<file path="src/rtl/spi_slave_wide.sv">
// spi_slave_wide: parametrised SPI slave front end, one bit per clk
// cycle while SS_n is low, with frame-error reporting.
//
// Ports:
//   clk, rst         system clock, synchronous active-high reset
//   SS_n, MOSI       slave select (active low) and serial data in
//   MISO             serial data out, MSB first, 0 when idle
//   rx_valid         one-cycle pulse, rx_data holds a complete frame
//   rx_data          {command[1:0], payload[DATA_W-1:0]}
//   tx_valid/tx_data read data handed in while waiting in TX_WAIT
//   frame_err        one-cycle pulse on an aborted frame
//   busy             high whenever the FSM is not IDLE
//   parity_err       (SPI_WIDE_PARITY_EN only) rx parity mismatch pulse
//
// Optional macro SPI_WIDE_PARITY_EN adds an even-parity bit to every
// rx frame and to the tx data stream, and the parity_err output.
module spi_slave_wide #(
    parameter int DATA_W      = 8,
    parameter int TX_WAIT_MAX = 15
) (
    input  logic              clk,
    input  logic              rst,
    input  logic              SS_n,
    input  logic              MOSI,
    input  logic              tx_valid,
    input  logic [DATA_W-1:0] tx_data,
    output logic              MISO,
    output logic              rx_valid,
    output logic [DATA_W+1:0] rx_data,
    output logic              frame_err,
`ifdef SPI_WIDE_PARITY_EN
    output logic              parity_err,
`endif
    output logic              busy
);

    localparam int FRAME_W = DATA_W + 2;
`ifdef SPI_WIDE_PARITY_EN
    localparam int RX_BITS = FRAME_W + 1;
    localparam int TX_BITS = DATA_W + 1;
`else
    localparam int RX_BITS = FRAME_W;
    localparam int TX_BITS = DATA_W;
`endif
    localparam int CNT_W  = $clog2(RX_BITS + 1);
    localparam int WCNT_W = $clog2(TX_WAIT_MAX + 2);

    localparam logic [CNT_W-1:0]  RX_LAST = CNT_W'(RX_BITS - 1);
    localparam logic [CNT_W-1:0]  RX_DONE = CNT_W'(RX_BITS);
    localparam logic [CNT_W-1:0]  TX_DONE = CNT_W'(TX_BITS);
    localparam logic [CNT_W-1:0]  CNT_ONE = CNT_W'(1);
    localparam logic [WCNT_W-1:0] W_LAST  = WCNT_W'(TX_WAIT_MAX);
    // Wait counter parked here once the tx wait has timed out.
    localparam logic [WCNT_W-1:0] W_TOUT  = WCNT_W'(TX_WAIT_MAX + 1);
    localparam logic [WCNT_W-1:0] W_ONE   = WCNT_W'(1);

    typedef enum logic [2:0] {
        IDLE,
        CHK_CMD,
        WRITE,
        READ_ADD,
        READ_DATA,
        TX_WAIT,
        TX_SHIFT
    } state_t;

    state_t              state_q;
    logic [CNT_W-1:0]    cnt_q;
    logic [WCNT_W-1:0]   wcnt_q;
    logic [RX_BITS-2:0]  rx_sh_q;
    logic [TX_BITS-2:0]  tx_sh_q;
    logic                rd_addr_flag_q;
    logic                miso_q;
    logic                rx_valid_q;
    logic [FRAME_W-1:0]  rx_data_q;
    logic                frame_err_q;
`ifdef SPI_WIDE_PARITY_EN
    logic                parity_err_q;
`endif

    logic [RX_BITS-1:0]  rx_full_d;
    logic [FRAME_W-1:0]  frame_d;
    logic                par_ok_d;
    logic [TX_BITS-1:0]  tx_load_d;

    // Frame as it stands once the current MOSI bit is shifted in.
    assign rx_full_d = {rx_sh_q, MOSI};
    assign frame_d   = rx_full_d[RX_BITS-1 -: FRAME_W];

`ifdef SPI_WIDE_PARITY_EN
    // Even parity: frame bits plus parity bit hold an even count of ones.
    assign par_ok_d  = ~^rx_full_d;
    assign tx_load_d = {tx_data, ^tx_data};
`else
    assign par_ok_d  = 1'b1;
    assign tx_load_d = tx_data;
`endif

    always_ff @(posedge clk) begin
        if (rst) begin
            state_q        <= IDLE;
            cnt_q          <= '0;
            wcnt_q         <= '0;
            rx_sh_q        <= '0;
            tx_sh_q        <= '0;
            rd_addr_flag_q <= 1'b0;
            miso_q         <= 1'b0;
            rx_valid_q     <= 1'b0;
            rx_data_q      <= '0;
            frame_err_q    <= 1'b0;
`ifdef SPI_WIDE_PARITY_EN
            parity_err_q   <= 1'b0;
`endif
        end else begin
            rx_valid_q  <= 1'b0;
            frame_err_q <= 1'b0;
`ifdef SPI_WIDE_PARITY_EN
            parity_err_q <= 1'b0;
`endif
            unique case (state_q)
                IDLE: begin
                    miso_q <= 1'b0;
                    cnt_q  <= '0;
                    wcnt_q <= '0;
                    if (!SS_n) begin
                        state_q <= CHK_CMD;
                    end
                end

                CHK_CMD: begin
                    cnt_q <= '0;
                    if (SS_n) begin
                        state_q     <= IDLE;
                        frame_err_q <= 1'b1;
                    end else if (!MOSI) begin
                        state_q <= WRITE;
                    end else if (rd_addr_flag_q) begin
                        state_q <= READ_DATA;
                    end else begin
                        state_q <= READ_ADD;
                    end
                end

                WRITE, READ_ADD, READ_DATA: begin
                    if (cnt_q == RX_DONE) begin
                        // Frame finished: ignore MOSI until deselect.
                        if (SS_n) begin
                            state_q <= IDLE;
                        end
                    end else if (SS_n) begin
                        state_q     <= IDLE;
                        frame_err_q <= 1'b1;
                    end else begin
                        rx_sh_q <= rx_full_d[RX_BITS-2:0];
                        cnt_q   <= cnt_q + CNT_ONE;
                        if (cnt_q == RX_LAST) begin
`ifdef SPI_WIDE_PARITY_EN
                            parity_err_q <= ~par_ok_d;
`endif
                            if (par_ok_d) begin
                                rx_valid_q <= 1'b1;
                                rx_data_q  <= frame_d;
                                if (state_q == READ_ADD) begin
                                    rd_addr_flag_q <= 1'b1;
                                end
                                if (state_q == READ_DATA) begin
                                    state_q <= TX_WAIT;
                                    wcnt_q  <= '0;
                                end
                            end
                        end
                    end
                end

                TX_WAIT: begin
                    miso_q <= 1'b0;
                    if (SS_n) begin
                        state_q <= IDLE;
                        // A timed-out frame has already reported its error.
                        if (wcnt_q != W_TOUT) begin
                            frame_err_q <= 1'b1;
                        end
                    end else if (wcnt_q == W_TOUT) begin
                        wcnt_q <= W_TOUT;
                    end else if (tx_valid) begin
                        state_q <= TX_SHIFT;
                        miso_q  <= tx_load_d[TX_BITS-1];
                        tx_sh_q <= tx_load_d[TX_BITS-2:0];
                        cnt_q   <= CNT_ONE;
                    end else if (wcnt_q == W_LAST) begin
                        frame_err_q <= 1'b1;
                        wcnt_q      <= W_TOUT;
                    end else begin
                        wcnt_q <= wcnt_q + W_ONE;
                    end
                end

                TX_SHIFT: begin
                    if (cnt_q == TX_DONE) begin
                        // Last bit has been on MISO for a full cycle.
                        miso_q         <= 1'b0;
                        rd_addr_flag_q <= 1'b0;
                        if (SS_n) begin
                            state_q <= IDLE;
                        end
                    end else if (SS_n) begin
                        state_q     <= IDLE;
                        miso_q      <= 1'b0;
                        frame_err_q <= 1'b1;
                    end else begin
                        miso_q  <= tx_sh_q[TX_BITS-2];
                        tx_sh_q <= tx_sh_q << 1;
                        cnt_q   <= cnt_q + CNT_ONE;
                    end
                end

                default: begin
                    state_q <= IDLE;
                    miso_q  <= 1'b0;
                end
            endcase
        end
    end

    assign MISO      = miso_q;
    assign rx_valid  = rx_valid_q;
    assign rx_data   = rx_data_q;
    assign frame_err = frame_err_q;
    assign busy      = (state_q != IDLE);
`ifdef SPI_WIDE_PARITY_EN
    assign parity_err = parity_err_q;
`endif

endmodule

</file>
<file path="config.mk">
export PLATFORM = sky130hd
export DESIGN_NAME = spi_slave_wide
export DESIGN_NICKNAME = d
export VERILOG_FILES = /design/src/rtl/spi_slave_wide.sv
export SDC_FILE = /design/constraint.sdc
export NUM_CORES = 1
export LEC_CHECK = 0
export ABC_AREA = 1
export CAP_MARGIN = 20
export CORE_ASPECT_RATIO = 0.9
export CORE_MARGIN = 2
export CORE_UTILIZATION = 45
export DETAILED_ROUTE_END_ITERATION = 8
export PLACE_DENSITY_LB_ADDON = 0.1
export SLEW_MARGIN = 5
export SYNTH_ARGS = -nofsm -noshare
export SYNTH_HDL_FRONTEND = slang
export SYNTH_SLANG_ARGS = --single-unit
</file>
<file path="constraint.sdc">
create_clock -name clk -period 3.2 [get_ports clk]
set_input_delay 0.48 -clock clk [delete_from_list [all_inputs] [get_ports clk]]
set_output_delay 0.48 -clock clk [all_outputs]
set_load 0.05 [all_outputs]
</file>
==> results by group <==
Synth
  • Async S/R FF share, synth: 0%
  • Ys flop type: dfxtp_1
  • Synth Area in Compound Gates: about 14%
  • Synth Net Count: approximately 360
  • Sequential fraction of the synthesis area: 36.74%
  • Proportion of synthesized area in mux cells: 0%
  • Synth Area in Adders: between 3 and 4%
  • Synth Register Bits: 42
  • XOR/XNOR Fraction of Synth Area: 0.3827%
  • Syn_area_per_cell: 6.791 um2
  • Synthesized area: 2288 um2
  • Warnings, synthesis: 0
  • Post-synth EDFFs: 0
  • Post-Synth Simple-Gate Area: 35.16%
  • Synth unique cells: 29
  • Cells after Synth: around 340
  • Largest family of logic cells by synthesized area: simple AND/OR/NAND/NOR gates

Setup path
  • R2R depth: 8
  • Worst Setup Path Type: flop to primary output
  • Crit start category: flop
  • WP data arrival: 1.98 ns
  • Crit Path Max Fanout: 8
  • Critical Path RT: 2.72 ns
  • CP Capture Type: primary output

Power and ir drop
  • Leakage power: ~1.1 nW
  • Pwr dens: about 420 nW/um2
  • Peak supply drop: between 300 and 400 uV
  • Pwr Total: about 1.1 mW

Timing
  • Crit path time final: between 2 and 2.5 ns
  • Clk_skew: between 0.002 and 0.003 ns
  • RSZ-0062 raised after global routing: no
  • Slew HR: approximately 49%
  • Worst-Margin Slew: approximately 0.76 ns
  • F_max: just over 400 MHz
  • Worst hold margin: between 0.4 and 0.5 ns
  • TNS Setup: 0 ns
  • Final Max Tran Viols: 0
  • Tcrit/Tclk final: roughly three quarters
  • Finish-stage setup viols: 0
  • Final hold viol count: 0

Clock network
  • Clock Tree Root: clkbuf_8
  • CTS tree: built
  • Clock latency at the later pin of the worst-skew pair: 0.30 ns
  • H-Tree Depth: 2
  • Clk slew on worst S/H paths: 0.08 ns
  • Setup Buffers After CTS: 0
  • CTS Hold Bufs: 0
  • Inserted Clock Buffers: 5
  • Number of clock sinks: 42
  • CTS Buffer Depth: 2
  • Post-CTS Resized: 0

Placement
  • Post-placement cell area: around 2600 um2
  • HPWL after detailed placement: around 3700 um
  • Cell count after placement: roughly 420
  • GPL Wtd Cong: a little over 0.8
  • Port Buffer Count: 26

Die
  • I/O Pins: 27
  • Row count: 24
  • Starting Density: a little under half
  • Total core area: 4865 um2
  • DIE AREA: about 5700 um2
  • Width of the die: slightly below 80 um
  • Die Ht: 71.65 um

Job
  • Number of max-cap violations: 0

Global route
  • Gr ovfl total: 0
  • GR Util met2: ~27%
  • Antenna violations before repair: 0
  • Number of global-route vias before repair: roughly 1,900
  • Top Usage Layer GRT: met1
  • First-pass GRT wire length: approximately 8500 um
  • Largest net degree at the start of global routing: 27
  • Met1 Track Usage GR: between 20% and 30%
  • Tot GR Track Use: about a fifth
  • Met3 GRT Util: between 3 and 4%

Routing
  • Via density: about 5
  • DR DRC count: 0
  • Vias: between 2,000 and 2,500
  • DR WL/cell: 11.70 um
  • Routed WL: around 5000 um
  • Antenna-violating nets left: 0
  • DRT Pass-1 Iters: 6
  • Iteration-0 DRC Markers: approximately 140

Final layout
  • Area growth syn-to-layout: 17.39%
  • Fin cells: 427
  • Diodes inserted: 0
  • Fillers: about 480
  • Net count, final: between 300 and 400
  • Share of cells above drive strength 1: about 8.0%
  • Post-route cell area: between 2000 and 3000 um2

Min path
  • HP Class: flop to flop
  • Hold Path Depth: 2

Status
  • Status: finished, final reports clean
-- final cells by class --
cell class                 instances  area, um2  share of cell area [%]
multi-input combinational        243       1220                   45.41
sequential                        42      840.8                   31.30
timing repair buffer              28      275.3                   10.25
inverter                          41      158.9                   5.915
tap                               65      81.33                   3.027
clock buffer                       6      72.57                   2.701
clock inverter                     2      37.54                   1.397
-- layer usage --
metal | share of wire, % | up-vias
met2 | 41 | 46
met3 | 6.6 | 6
met4 | 1.0 | 0
met5 | 0 | -
met1 | 51 | 937
li1 | - | 1129
-- sequential cells by signal, summed over array words and instances, names as in the netlist --
| name | count |
|---|---|
| cnt_q | 4 |
| rx_sh_q | 9 |
| state_q | 3 |
| rx_valid | 1 |
| wcnt_q | 5 |
| tx_sh_q | 7 |
| rd_addr_flag_q | 1 |
| rx_data | 10 |
| frame_err | 1 |
| MISO | 1 |
-- synthesized netlist by cell type (all sizes together) (2+ instances only) --
cell type | number | area share, %
o21ai | 25 | 5.8
clkbuf | 2 | 0.33
a21oi | 27 | 6.7
dfxtp | 42 | 37
a31oi | 2 | 0.55
nand2 | 88 | 15
inv | 40 | 6.6
nand3 | 26 | 6.5
nor2 | 55 | 10
ha | 7 | 3.8
buf | 9 | 2.7
nand4 | 9 | 2.5
-- stage by stage --
stage	util [%]	worst slack (ns)
final	55.22	0.7395
after global routing	55.22	0.6594
after detailed placement	52.96	0.8733
after floorplan	-	1.552
after CTS	55.22	0.7534
after global placement	52.96	0.9291
-- worst max-delay path: stages (launching register included) --
cell             delay [ns]
dfxtp_1                0.55
inv_1                  0.14
nand3_1                0.16
clkdlybuf4s50_1        0.83
-- worst paths after layout --
check	start	end	slack [ns]
worst min register to register	rx_sh_q[0]	rx_sh_q[0]	0.48
worst max register to register	cnt_q[0]	wcnt_q[1]	1.24
worst max-delay path	state_q[2]	busy	0.74
worst min-delay path	rx_sh_q[0]	rx_sh_q[0]	0.48
-- cell families after synthesis --
group                    Yosys count
AO/OA/AOI/OAI                     56
XOR/XNOR                           1
adder cells (fa/ha/maj)            7
buffers and inverters             52
flip-flops                        42
AND/OR/NAND/NOR                  179
-- placed cells by master (no fill, tap or decap) --
| cell type | Yosys | layout |
|---|---|---|
| clkinv_4 | 1 | 1 |
| ha_1 | 7 | 7 |
| clkbuf_8 | 0 | 5 |
| nand3_4 | 1 | 1 |
| a31oi_1 | 2 | 2 |
| dfxtp_1 | 42 | 42 |
| o211ai_1 | 1 | 1 |
| o21ai_2 | 2 | 2 |
| a21oi_4 | 1 | 1 |
| bufinv_16 | 0 | 1 |
| clkbuf_1 | 2 | 1 |
| a211oi_2 | 1 | 1 |
| nand2_1 | 83 | 83 |
| clkinvlp_4 | 0 | 1 |
| clkdlybuf4s50_1 | 0 | 26 |
| nor2_4 | 3 | 3 |
| nor2_1 | 51 | 51 |
| xnor2_1 | 1 | 1 |
| o21ai_0 | 23 | 23 |
| nand3_1 | 24 | 24 |
| inv_2 | 1 | 1 |
| nand2_4 | 2 | 2 |
| a21oi_1 | 24 | 24 |
| nand4_1 | 9 | 9 |
| nor2_2 | 1 | 1 |
| nand3_2 | 1 | 1 |
| inv_1 | 39 | 39 |
| nor3_4 | 1 | 1 |
| buf_4 | 0 | 2 |
| a21oi_2 | 2 | 2 |
| nand2_2 | 3 | 3 |
-- report_power, final --
group | leakage [nW] | internal [mW] | switching, mW
Combinational | 0.721 | 0.0516 | 0.0910
Clock | 0.0514 | 0.233 | 0.191
Sequential | 0.339 | 0.537 | 0.0157
Total | 1.11 | 0.821 | 0.298
(Power assumes the default switching activity.)
